`config.mk`:
```
export PLATFORM = sky130hd
export DESIGN_NAME = fast_command_encoder
export DESIGN_NICKNAME = d
export VERILOG_FILES = /design/src/rtl/fast_command_pkg.sv /design/src/rtl/fc_cmd_fifo.sv /design/src/rtl/fast_command_encoder.sv
export SDC_FILE = /design/constraint.sdc
export NUM_CORES = 1
export LEC_CHECK = 0
export CAP_MARGIN = 15
export CELL_PAD_IN_SITES_DETAIL_PLACEMENT = 1
export CELL_PAD_IN_SITES_GLOBAL_PLACEMENT = 2
export CORE_MARGIN = 2
export CORE_UTILIZATION = 35
export DETAILED_ROUTE_END_ITERATION = 10
export GPL_TIMING_DRIVEN = 1
export PLACE_DENSITY_LB_ADDON = 0.25
export SLEW_MARGIN = 0
export SYNTH_ARGS = -nofsm -noshare
export SYNTH_HDL_FRONTEND = slang
export SYNTH_SLANG_ARGS = --single-unit
export TNS_END_PERCENT = 100
```
`constraint.sdc`:
```
create_clock -name clk1280 -period 2.4 [get_ports clk1280]
set_input_delay 0.48 -clock clk1280 [delete_from_list [all_inputs] [get_ports clk1280]]
set_output_delay 0.48 -clock clk1280 [all_outputs]
set_load 0.03 [all_outputs]
```
`src/rtl/fast_command_pkg.sv`:
```
// rtl/fast_command_pkg.sv - fast-command indices, symbols and lookup shared by encoder and benches
package fast_command_pkg;

  localparam logic [3:0] CMD_IDLE       = 4'd0;
  localparam logic [3:0] CMD_LINK_RESET = 4'd1;
  localparam logic [3:0] CMD_BCR        = 4'd2;
  localparam logic [3:0] CMD_SYNC_TRIG  = 4'd3;
  localparam logic [3:0] CMD_L1A_CR     = 4'd4;
  localparam logic [3:0] CMD_CHARGE_INJ = 4'd5;
  localparam logic [3:0] CMD_L1A        = 4'd6;
  localparam logic [3:0] CMD_L1A_BCR    = 4'd7;
  localparam logic [3:0] CMD_WS_START   = 4'd8;
  localparam logic [3:0] CMD_WS_STOP    = 4'd9;
  localparam logic [3:0] NUM_CMDS       = 4'd10;

  localparam logic [7:0] SYM_IDLE       = 8'hF0;
  localparam logic [7:0] SYM_LINK_RESET = 8'h33;
  localparam logic [7:0] SYM_BCR        = 8'h5A;
  localparam logic [7:0] SYM_SYNC_TRIG  = 8'h55;
  localparam logic [7:0] SYM_L1A_CR     = 8'h66;
  localparam logic [7:0] SYM_CHARGE_INJ = 8'h69;
  localparam logic [7:0] SYM_L1A        = 8'h96;
  localparam logic [7:0] SYM_L1A_BCR    = 8'h99;
  localparam logic [7:0] SYM_WS_START   = 8'hA5;
  localparam logic [7:0] SYM_WS_STOP    = 8'hAA;

  // Last clk1280 cycle of a 40 MHz word; the next word is loaded on this edge
  localparam logic [4:0] PHASE_LAST     = 5'd31;

  // Map a command index to its 8-bit line symbol; unknown indices read as IDLE
  function automatic logic [7:0] cmd_symbol(input logic [3:0] idx);
    case (idx)
      CMD_IDLE:       cmd_symbol = SYM_IDLE;
      CMD_LINK_RESET: cmd_symbol = SYM_LINK_RESET;
      CMD_BCR:        cmd_symbol = SYM_BCR;
      CMD_SYNC_TRIG:  cmd_symbol = SYM_SYNC_TRIG;
      CMD_L1A_CR:     cmd_symbol = SYM_L1A_CR;
      CMD_CHARGE_INJ: cmd_symbol = SYM_CHARGE_INJ;
      CMD_L1A:        cmd_symbol = SYM_L1A;
      CMD_L1A_BCR:    cmd_symbol = SYM_L1A_BCR;
      CMD_WS_START:   cmd_symbol = SYM_WS_START;
      CMD_WS_STOP:    cmd_symbol = SYM_WS_STOP;
      default:        cmd_symbol = SYM_IDLE;
    endcase
  endfunction

endpackage

```
`src/rtl/fc_cmd_fifo.sv`:
```
// rtl/fc_cmd_fifo.sv - small command queue with extra-bit pointers and async active-low reset
module fc_cmd_fifo #(
  parameter int DEPTH  = 4,
  parameter int DATA_W = 4
) (
  input  logic              clk,
  input  logic              rst_n,
  input  logic              push,
  input  logic [DATA_W-1:0] push_data,
  input  logic              pop,
  output logic [DATA_W-1:0] head,
  output logic              full,
  output logic              empty
);

  localparam int AW = $clog2(DEPTH);

  logic [DATA_W-1:0] mem [DEPTH];
  logic [AW:0]       wr_ptr;
  logic [AW:0]       rd_ptr;
  logic              do_push;
  logic              do_pop;

  // Full when indices match but wrap bits differ; empty when pointers are identical
  always_comb begin
    empty   = (wr_ptr == rd_ptr);
    full    = (wr_ptr[AW] != rd_ptr[AW]) && (wr_ptr[AW-1:0] == rd_ptr[AW-1:0]);
    do_push = push && !full;
    do_pop  = pop && !empty;
    head    = mem[rd_ptr[AW-1:0]];
  end

  // Pointers advance and wrap by natural overflow; reset flushes the queue
  always_ff @(posedge clk or negedge rst_n) begin
    if (!rst_n) begin
      wr_ptr <= '0;
      rd_ptr <= '0;
    end else begin
      if (do_push) wr_ptr <= wr_ptr + 1'b1;
      if (do_pop)  rd_ptr <= rd_ptr + 1'b1;
    end
  end

  // Storage needs no reset: entries are only read between the pointers
  always_ff @(posedge clk) begin
    if (do_push) mem[wr_ptr[AW-1:0]] <= push_data;
  end

endmodule

```
`src/rtl/fast_command_encoder.sv`:
```
// rtl/fast_command_encoder.sv - ETROC2 fast-command serialiser: queue, word load, bit select, flip injection
module fast_command_encoder
  import fast_command_pkg::*;
#(
  parameter int FIFO_DEPTH             = 4,
  parameter int IDLE_WORDS_AFTER_RESET = 16
) (
  input  logic       clk1280,
  input  logic       reset,
  input  logic       cmdValid,
  input  logic [3:0] cmdCode,
  output logic       cmdReady,
  input  logic [7:0] flipMask,
  output logic       fc,
  output logic       wordStart,
  output logic       clk40,
  output logic       invalidCmd
);

  localparam int IDLE_W = (IDLE_WORDS_AFTER_RESET < 1) ? 1 : $clog2(IDLE_WORDS_AFTER_RESET + 1);
  localparam logic [IDLE_W-1:0] IDLE_INIT = IDLE_W'(IDLE_WORDS_AFTER_RESET);

  logic [4:0]        phase;
  logic [4:0]        phase_next;
  logic [7:0]        tx_word;
  logic [7:0]        word_next;
  logic [IDLE_W-1:0] idle_cnt;
  logic              load;
  logic              pop;
  logic              accept;
  logic              code_ok;
  logic              push;
  logic              fifo_full;
  logic              fifo_empty;
  logic [3:0]        fifo_head;

  fc_cmd_fifo #(
    .DEPTH  (FIFO_DEPTH),
    .DATA_W (4)
  ) u_fifo (
    .clk       (clk1280),
    .rst_n     (reset),
    .push      (push),
    .push_data (cmdCode),
    .pop       (pop),
    .head      (fifo_head),
    .full      (fifo_full),
    .empty     (fifo_empty)
  );

  // Handshake: out-of-range codes are consumed but never enter the queue
  always_comb begin
    cmdReady = !fifo_full;
    accept   = cmdValid && cmdReady;
    code_ok  = (cmdCode < NUM_CMDS);
    push     = accept && code_ok;
  end

  // Next word: at the word boundary load IDLE during lock window, else queue head, else IDLE
  always_comb begin
    phase_next = phase + 5'd1;
    load       = (phase == PHASE_LAST);
    word_next  = tx_word;
    pop        = 1'b0;
    if (load) begin
      word_next = SYM_IDLE ^ flipMask;
      if ((idle_cnt == '0) && !fifo_empty) begin
        pop       = 1'b1;
        word_next = cmd_symbol(fifo_head) ^ flipMask;
      end
    end
  end

  // Phase, word and serial bit registers; fc picks from next-state values so it is a clean flop
  always_ff @(posedge clk1280 or negedge reset) begin
    if (!reset) begin
      phase      <= '0;
      tx_word    <= SYM_IDLE;
      fc         <= SYM_IDLE[7];
      idle_cnt   <= IDLE_INIT;
      invalidCmd <= 1'b0;
    end else begin
      phase      <= phase_next;
      tx_word    <= word_next;
      // ~bitIdx equals 7-bitIdx for a 3-bit index, giving MSB-first order
      fc         <= word_next[~phase_next[4:2]];
      if (load && (idle_cnt != '0)) idle_cnt <= idle_cnt - IDLE_W'(1);
      invalidCmd <= accept && !code_ok;
    end
  end

  // Word-aligned strobes derived straight from the phase register
  always_comb begin
    wordStart = (phase[4:2] == 3'd0);
    clk40     = phase[4];
  end

endmodule

```
=== Yosys cells after proc, flatten, opt, wreduce, memory -nomap -nowiden ===
Memory sizes are Yosys's and may differ from the RTL's.
Cells that the tools add are included.

* $add $sub $neg: 4
* Magnitude comparators: 2
* Eq/ne operators: 4
* Mux-type cells: 10
* Bitwise operators: 3
* Reduce and logical (&&, ||, !) cells: 14

{| class="wikitable"
|+ Operators by type and width
! kind !! count
|-
| 8-bit 2-to-1 mux || 4
|-
| 1-bit logical AND || 8
|-
| 8-bit bitwise XOR || 1
|-
| 3-bit by 1-bit adder with 3-bit output (second input constant) || 2
|-
| 5-bit by 1-bit adder with 5-bit output (second input constant) || 1
|-
| 5-bit equality test (second input constant) || 1
|-
| 5-bit zero test || 1
|-
| 1-bit 2-to-1 mux || 5
|-
| 5-bit nonzero test || 1
|-
| 5-bit by 1-bit subtractor with 5-bit output (second input constant) || 1
|-
| 3-bit by 4-bit less-than comparator with 1-bit output (second input constant) || 1
|-
| 4-bit less-than comparator (second input constant) || 1
|-
| 4-bit inverter || 1
|-
| 1-bit binary-select mux with 3-bit select || 1
|-
| 3-bit equality test || 1
|-
| 1-bit zero test || 3
|-
| 3-bit zero test || 1
|-
| 3-bit inverter || 1
|-
| 2-bit equality test || 1
|-
| 1-bit inequality test || 1
|}

* Register bits after elaboration: 26
* RAM bits: 16
* Bits in read-only memories: 128
* Bits of input ports: 15
* Output and inout bits: 5
* Word-level logic and storage cells: 46
* Memories kept: 2

{| class="wikitable"
|+ Memory list
! memory !! depth !! bits a word !! rd ports !! clocked after Yosys merged registers in !! wr ports !! line !! source
|-
| (name not given) || 16 || 8 || 1 || 0 || 0 || fast_command_pkg.sv:32 || <nowiki>case (idx)</nowiki>
|-
| u_fifo.mem || 4 || 4 || 1 || 0 || 1 || fc_cmd_fifo.sv:18 || <nowiki>logic [DATA_W-1:0] mem [DEPTH];</nowiki>
|}

=== Depth between registers and ports, before layout ===
* Depth after elaboration: 10
* Mapped depth: 11
* Gate-level depth less buffers: 10

=== Cells and area by module ===
Synthesis repeated with hierarchy kept, for this count alone.

* Cells, all modules: 218
* Area total of the unflattened synthesis: 2,454.9 um2

{| class="wikitable"
|+ By module, submodules not included
! module !! times used !! cells each !! area an instance (um2) !! sequential area each (um2)
|-
| fast_command_encoder || 1 || 145 || 1,353.8 || 508.0
|-
| fc_cmd_fifo || 1 || 73 || 1,101.1 || 630.6
|}

=== Worst setup path before layout ===
OpenSTA, ideal clock, no wires.

* Path kind: register -> register
* Start: reg u_fifo.rd_ptr[0]
* End: reg fc
* Setup time: 94 ps
* Arrival: 2,466 ps
* Required time: 2,306 ps
* Path slack: -160 ps
* Stages on the path, launching flop included: 12
* Path buffers: 1
* Period minus slack after synthesis: 2,560 ps
* Path through: dfrtp_1 > buf_6 > mux4_2 > inv_1 > ha_1 > inv_1 > nor2_1 > a2111oi_0 > mux2_2 > a32oi_1 > a221oi_1 > a311oi_1

* Longest elaborated chain between the ends: 9
* Elaborated cells between the ends (all ways): 12
* Those cells by class: eq/ne: 1; mux: 6; bitwise: 1; reduce/logical: 2; memory: 2

{| class="wikitable"
|+ RTL lines
! item !! line !! source
|-
| from (decl) || fc_cmd_fifo.sv:20 || <nowiki>logic [AW:0] rd_ptr;</nowiki>
|-
| from (signal assigned) || fc_cmd_fifo.sv:40 || <nowiki>if (do_pop) rd_ptr <= rd_ptr + 1'b1;</nowiki>
|-
| memory read 4 x 4 bit || -- ||
|-
| memory read 16 x 8 bit || -- ||
|-
| 8-bit 2-to-1 mux || fast_command_encoder.sv:67 || <nowiki>if ((idle_cnt == '0) && !fifo_empty) begin</nowiki>
|-
| 8-bit 2-to-1 mux || fast_command_encoder.sv:65 || <nowiki>if (load) begin</nowiki>
|-
| 8-bit bitwise XOR || fast_command_encoder.sv:69 || <nowiki>word_next = cmd_symbol(fifo_head) ^ flipMask;</nowiki>
|-
| 8-bit 2-to-1 mux * || fast_command_encoder.sv:67 ||
|-
| 8-bit 2-to-1 mux * || fast_command_encoder.sv:65 ||
|-
| 1-bit binary-select mux with 3-bit select * || fast_command_encoder.sv:86 || <nowiki>fc <= word_next[~phase_next[4:2]];</nowiki>
|-
| 1-bit 2-to-1 mux (implied by the code) * || fast_command_encoder.sv:86 ||
|-
| to (signal assigned) || fast_command_encoder.sv:79 || <nowiki>fc <= SYM_IDLE[7];</nowiki>
|-
| to (signal assigned) || fast_command_encoder.sv:86 ||
|-
| to (decl) || fast_command_encoder.sv:14 || <nowiki>output logic fc,</nowiki>
|}

Mark *: on every way between the ends. The rest lies on a longest branch, timed or not. The select of a mux whose other input is x is not followed.
A chain may end at the register's enable or synchronous reset.

=== Worst setup path in the final report ===
Ends and elaborated chain as after synthesis.

==> out/metrics.yaml <==
syn_avg_cell_area_sq_um: 11.5
peakVddDrop_v: 0.000382
clock_latency_ns: 0.29
path_buf_inv: 1
cts_root_buf: "clkbuf_8"
drt-initial-drc-count: 38
dp_slack_ns: -0.173
dr.pass1.iters: 4
cp-start-kind: "flop"
grt-ovfl-total: 0
antenna_found_initial: 0
synth_area_sq_um: 2270
status: "finished, violations left"
ctsLongestPathBuffers: 2
htree_levels: 2
ys_ff_latch: 42
nets: 275
die_area_sq_um: 7160
ys_warn_count: 0
critical_path_arrival_ns: 2.70
slowest_delay_ns: 0.57
initial_core_util_pct: 36.0
slew_violations: 0
cts_tree: "built"
hold_path.class: "flop to flop"
fin_crit_sh_pct: 104
antenna_cells: 0
synthesis.instances: 197
ant_nets: 0
area_growth_pct: 28.6
grt_usage_pct: 15.3
hold_buffers: 0
placementRows: 29
cp_max_fo: 5
fin_tns_setup_ns: -0.0970
setup_viol: 1
p_leak_nw: 1.30
grt.busiest_layer: "met2"
grt_pass1_vias: 1750
fp.dieH_um: 84.6
drive_gt1_share_pct: 26.3
gr-usage-met1_pct: 18.6
num_vias: 1617
synth_edf_count: 16
place.gp.congestion: 0.745
grt_pass1_wl_mm: 8.74
post-route-drc-count: 0
fmax_mhz: 400
die_w_um: 84.6
yosys_most_used_dff: "dfrtp_1"
core_area_sq_um: 6310
drt_wl_total_mm: 5.09
synth_cell_types: 39
rsz0062_at_grt: "yes"
numCtsBuffers: 5
cp_cell_sequence: "mux4_2 -> buf_6 -> mux2_4 -> or4_4 -> nand3_2 -> a32oi_2 -> a221oi_2 -> a311oi_1"
skew_ns: 0.0101
cp_top_family: "multiplexers"
dp_hpwl_mm: 3.87
viasPerCell: 4.99
fin_cells: 324
io_pins: 20
place_area_sq_um: 2700
worstSetupEndpointType: "flop"
cap_violations: 0
synth_fp_nets: 226
grt_max_degree: 27
hold_violations: 0
relSlewSlack_pct: 72.5
use_met3_pct: 3.44
cts_sinks: 42
routedWlPerCell_um: 15.7
crit_slowest_cell: "mux4_2"
yosysSeqAreaShare_pct: 50.1
dp.cells: 312
fin_crit_ns: 2.50
crit_required_ns: 2.60
worst_pin_slew_ns: 0.410
powerDensity_nw_per_um2: 929
io_buffer_count: 19
clk_pin_slew_ns: 0.09
stdcell_area_sq_um: 2930
worst_slack_ns: -0.0970
crit_type: "flop to flop"
synth_async_sr_flop_share_pct: 61.9
violations: "setup timing"
grtUsageMet2_pct: 27.6
## registers in the layout, summed over array words and instances, names as in the netlist
signal         count
fc                 1
idle_cnt           5
invalidCmd         1
phase              5
tx_word            8
u_fifo.mem        16
u_fifo.rd_ptr      3
u_fifo.wr_ptr      3
## metal layers
layer	routed length [um]	part of all wire [%]	vias to the layer above
met5	0	0	-
met4	56	1.1	0
met3	166	3.3	6
met2	2660	52	20
met1	2210	43	795
li1	-	-	796
## through the flow
step	hold slack, ns	utilization [%]	total power [W]
6_report	0.453	46.3	0.00272
5_1_grt	0.481	46.3	0.00290
4_1_cts	0.457	45.7	0.00271
3_5_place_dp	0.444	42.8	0.00197
3_3_place_gp	0.443	42.8	0.00192
2_1_floorplan	0.184	-	0.00159
## synthesized netlist by cell type (2+ instances only)
master | count | area (sq um)
mux2i_1 | 8 | 80.1
buf_6 | 3 | 33.8
a221oi_1 | 2 | 17.5
and2_1 | 4 | 25.0
edfxtp_1 | 16 | 480
mux4_2 | 3 | 67.6
mux2_2 | 3 | 33.8
and3_1 | 3 | 18.8
nand3_1 | 5 | 25.0
a31oi_1 | 5 | 31.3
inv_1 | 13 | 48.8
nand2_1 | 20 | 75.1
o21ai_0 | 5 | 25.0
xor2_1 | 8 | 70.1
dfrtp_1 | 20 | 500
nor3_1 | 4 | 20.0
o31ai_1 | 4 | 30.0
nor4_1 | 2 | 12.5
nand2b_1 | 2 | 12.5
dfstp_2 | 6 | 158
nor2_1 | 16 | 60.1
xnor2_1 | 8 | 70.1
or4_1 | 2 | 15.0
a21oi_1 | 5 | 25.0
clkbuf_1 | 3 | 11.3
ha_1 | 14 | 175
## final timing paths
check	start	endpoint	slack [ns]	cells past startpoint
worst max-delay path	u_fifo.rd_ptr[0]	fc	-0.1	8
min in group asynchronous	reset	tx_word[2]	0.55	2
worst min-delay path	phase[0]	phase[0]	0.45	1
worst min register to register	phase[0]	phase[0]	0.45	1
worst max register to register	u_fifo.rd_ptr[0]	fc	-0.1	8
max in group asynchronous	reset	idle_cnt[4]	1.53	2
## power by group
group          total, W  leakage, nW  internal (W)  switching, W
registers      0.000953        0.458      0.000878     0.0000742
clock network  0.000667       0.0658      0.000412      0.000255
logic           0.00110        0.775      0.000543      0.000554
## layout by cell type, fill, tap and decap left out, types with 4 or more instances in the layout
cell type	count
xnor2_1	8
mux2i_1	8
mux4_2	4
clkbuf_8	5
o21ai_0	5
nor2_1	14
nand3_1	4
a31oi_1	5
dfrtp_1	19
and2_1	4
clkdlybuf4s50_1	18
inv_1	12
xor2_1	8
ha_1	14
a21oi_1	5
dfstp_2	6
edfxtp_1	16
nand2_1	20
buf_4	28
## final cells by class
| cell class | instances | area (sq um) |
|---|---|---|
| Sequential cell | 42 | 1140 |
| Multi-Input combinational cell | 134 | 1090 |
| Fill cell | 704 | 3390 |
| Clock buffer | 5 | 68.8 |
| Timing Repair Buffer | 49 | 418 |
| Tap cell | 77 | 96.3 |
| Inverter | 14 | 52.6 |
| Clock inverter | 3 | 63.8 |
## repair_timing
action,CTS,global route
pin swaps,0,5
endpoints found under the hold margin,0,0
setup endpoints to repair,3,3
setup buffers,3,1
gates resized for setup,7,10
## cells by family (layout without fill, tap and decap cells)
family,Yosys count,after routing,synth area share (%)
DFF,42,42,50.1
adders and majority gates,14,14,7.70
xor gates and xnor gates,16,16,6.16
and+or+nand+nor,61,61,13.5
muxes,16,16,9.79
buffers and inverters,21,71,4.90
AOI/OAI and AO/OA,27,27,7.92
No activity file was read; power rests on OpenSTA's default activity.
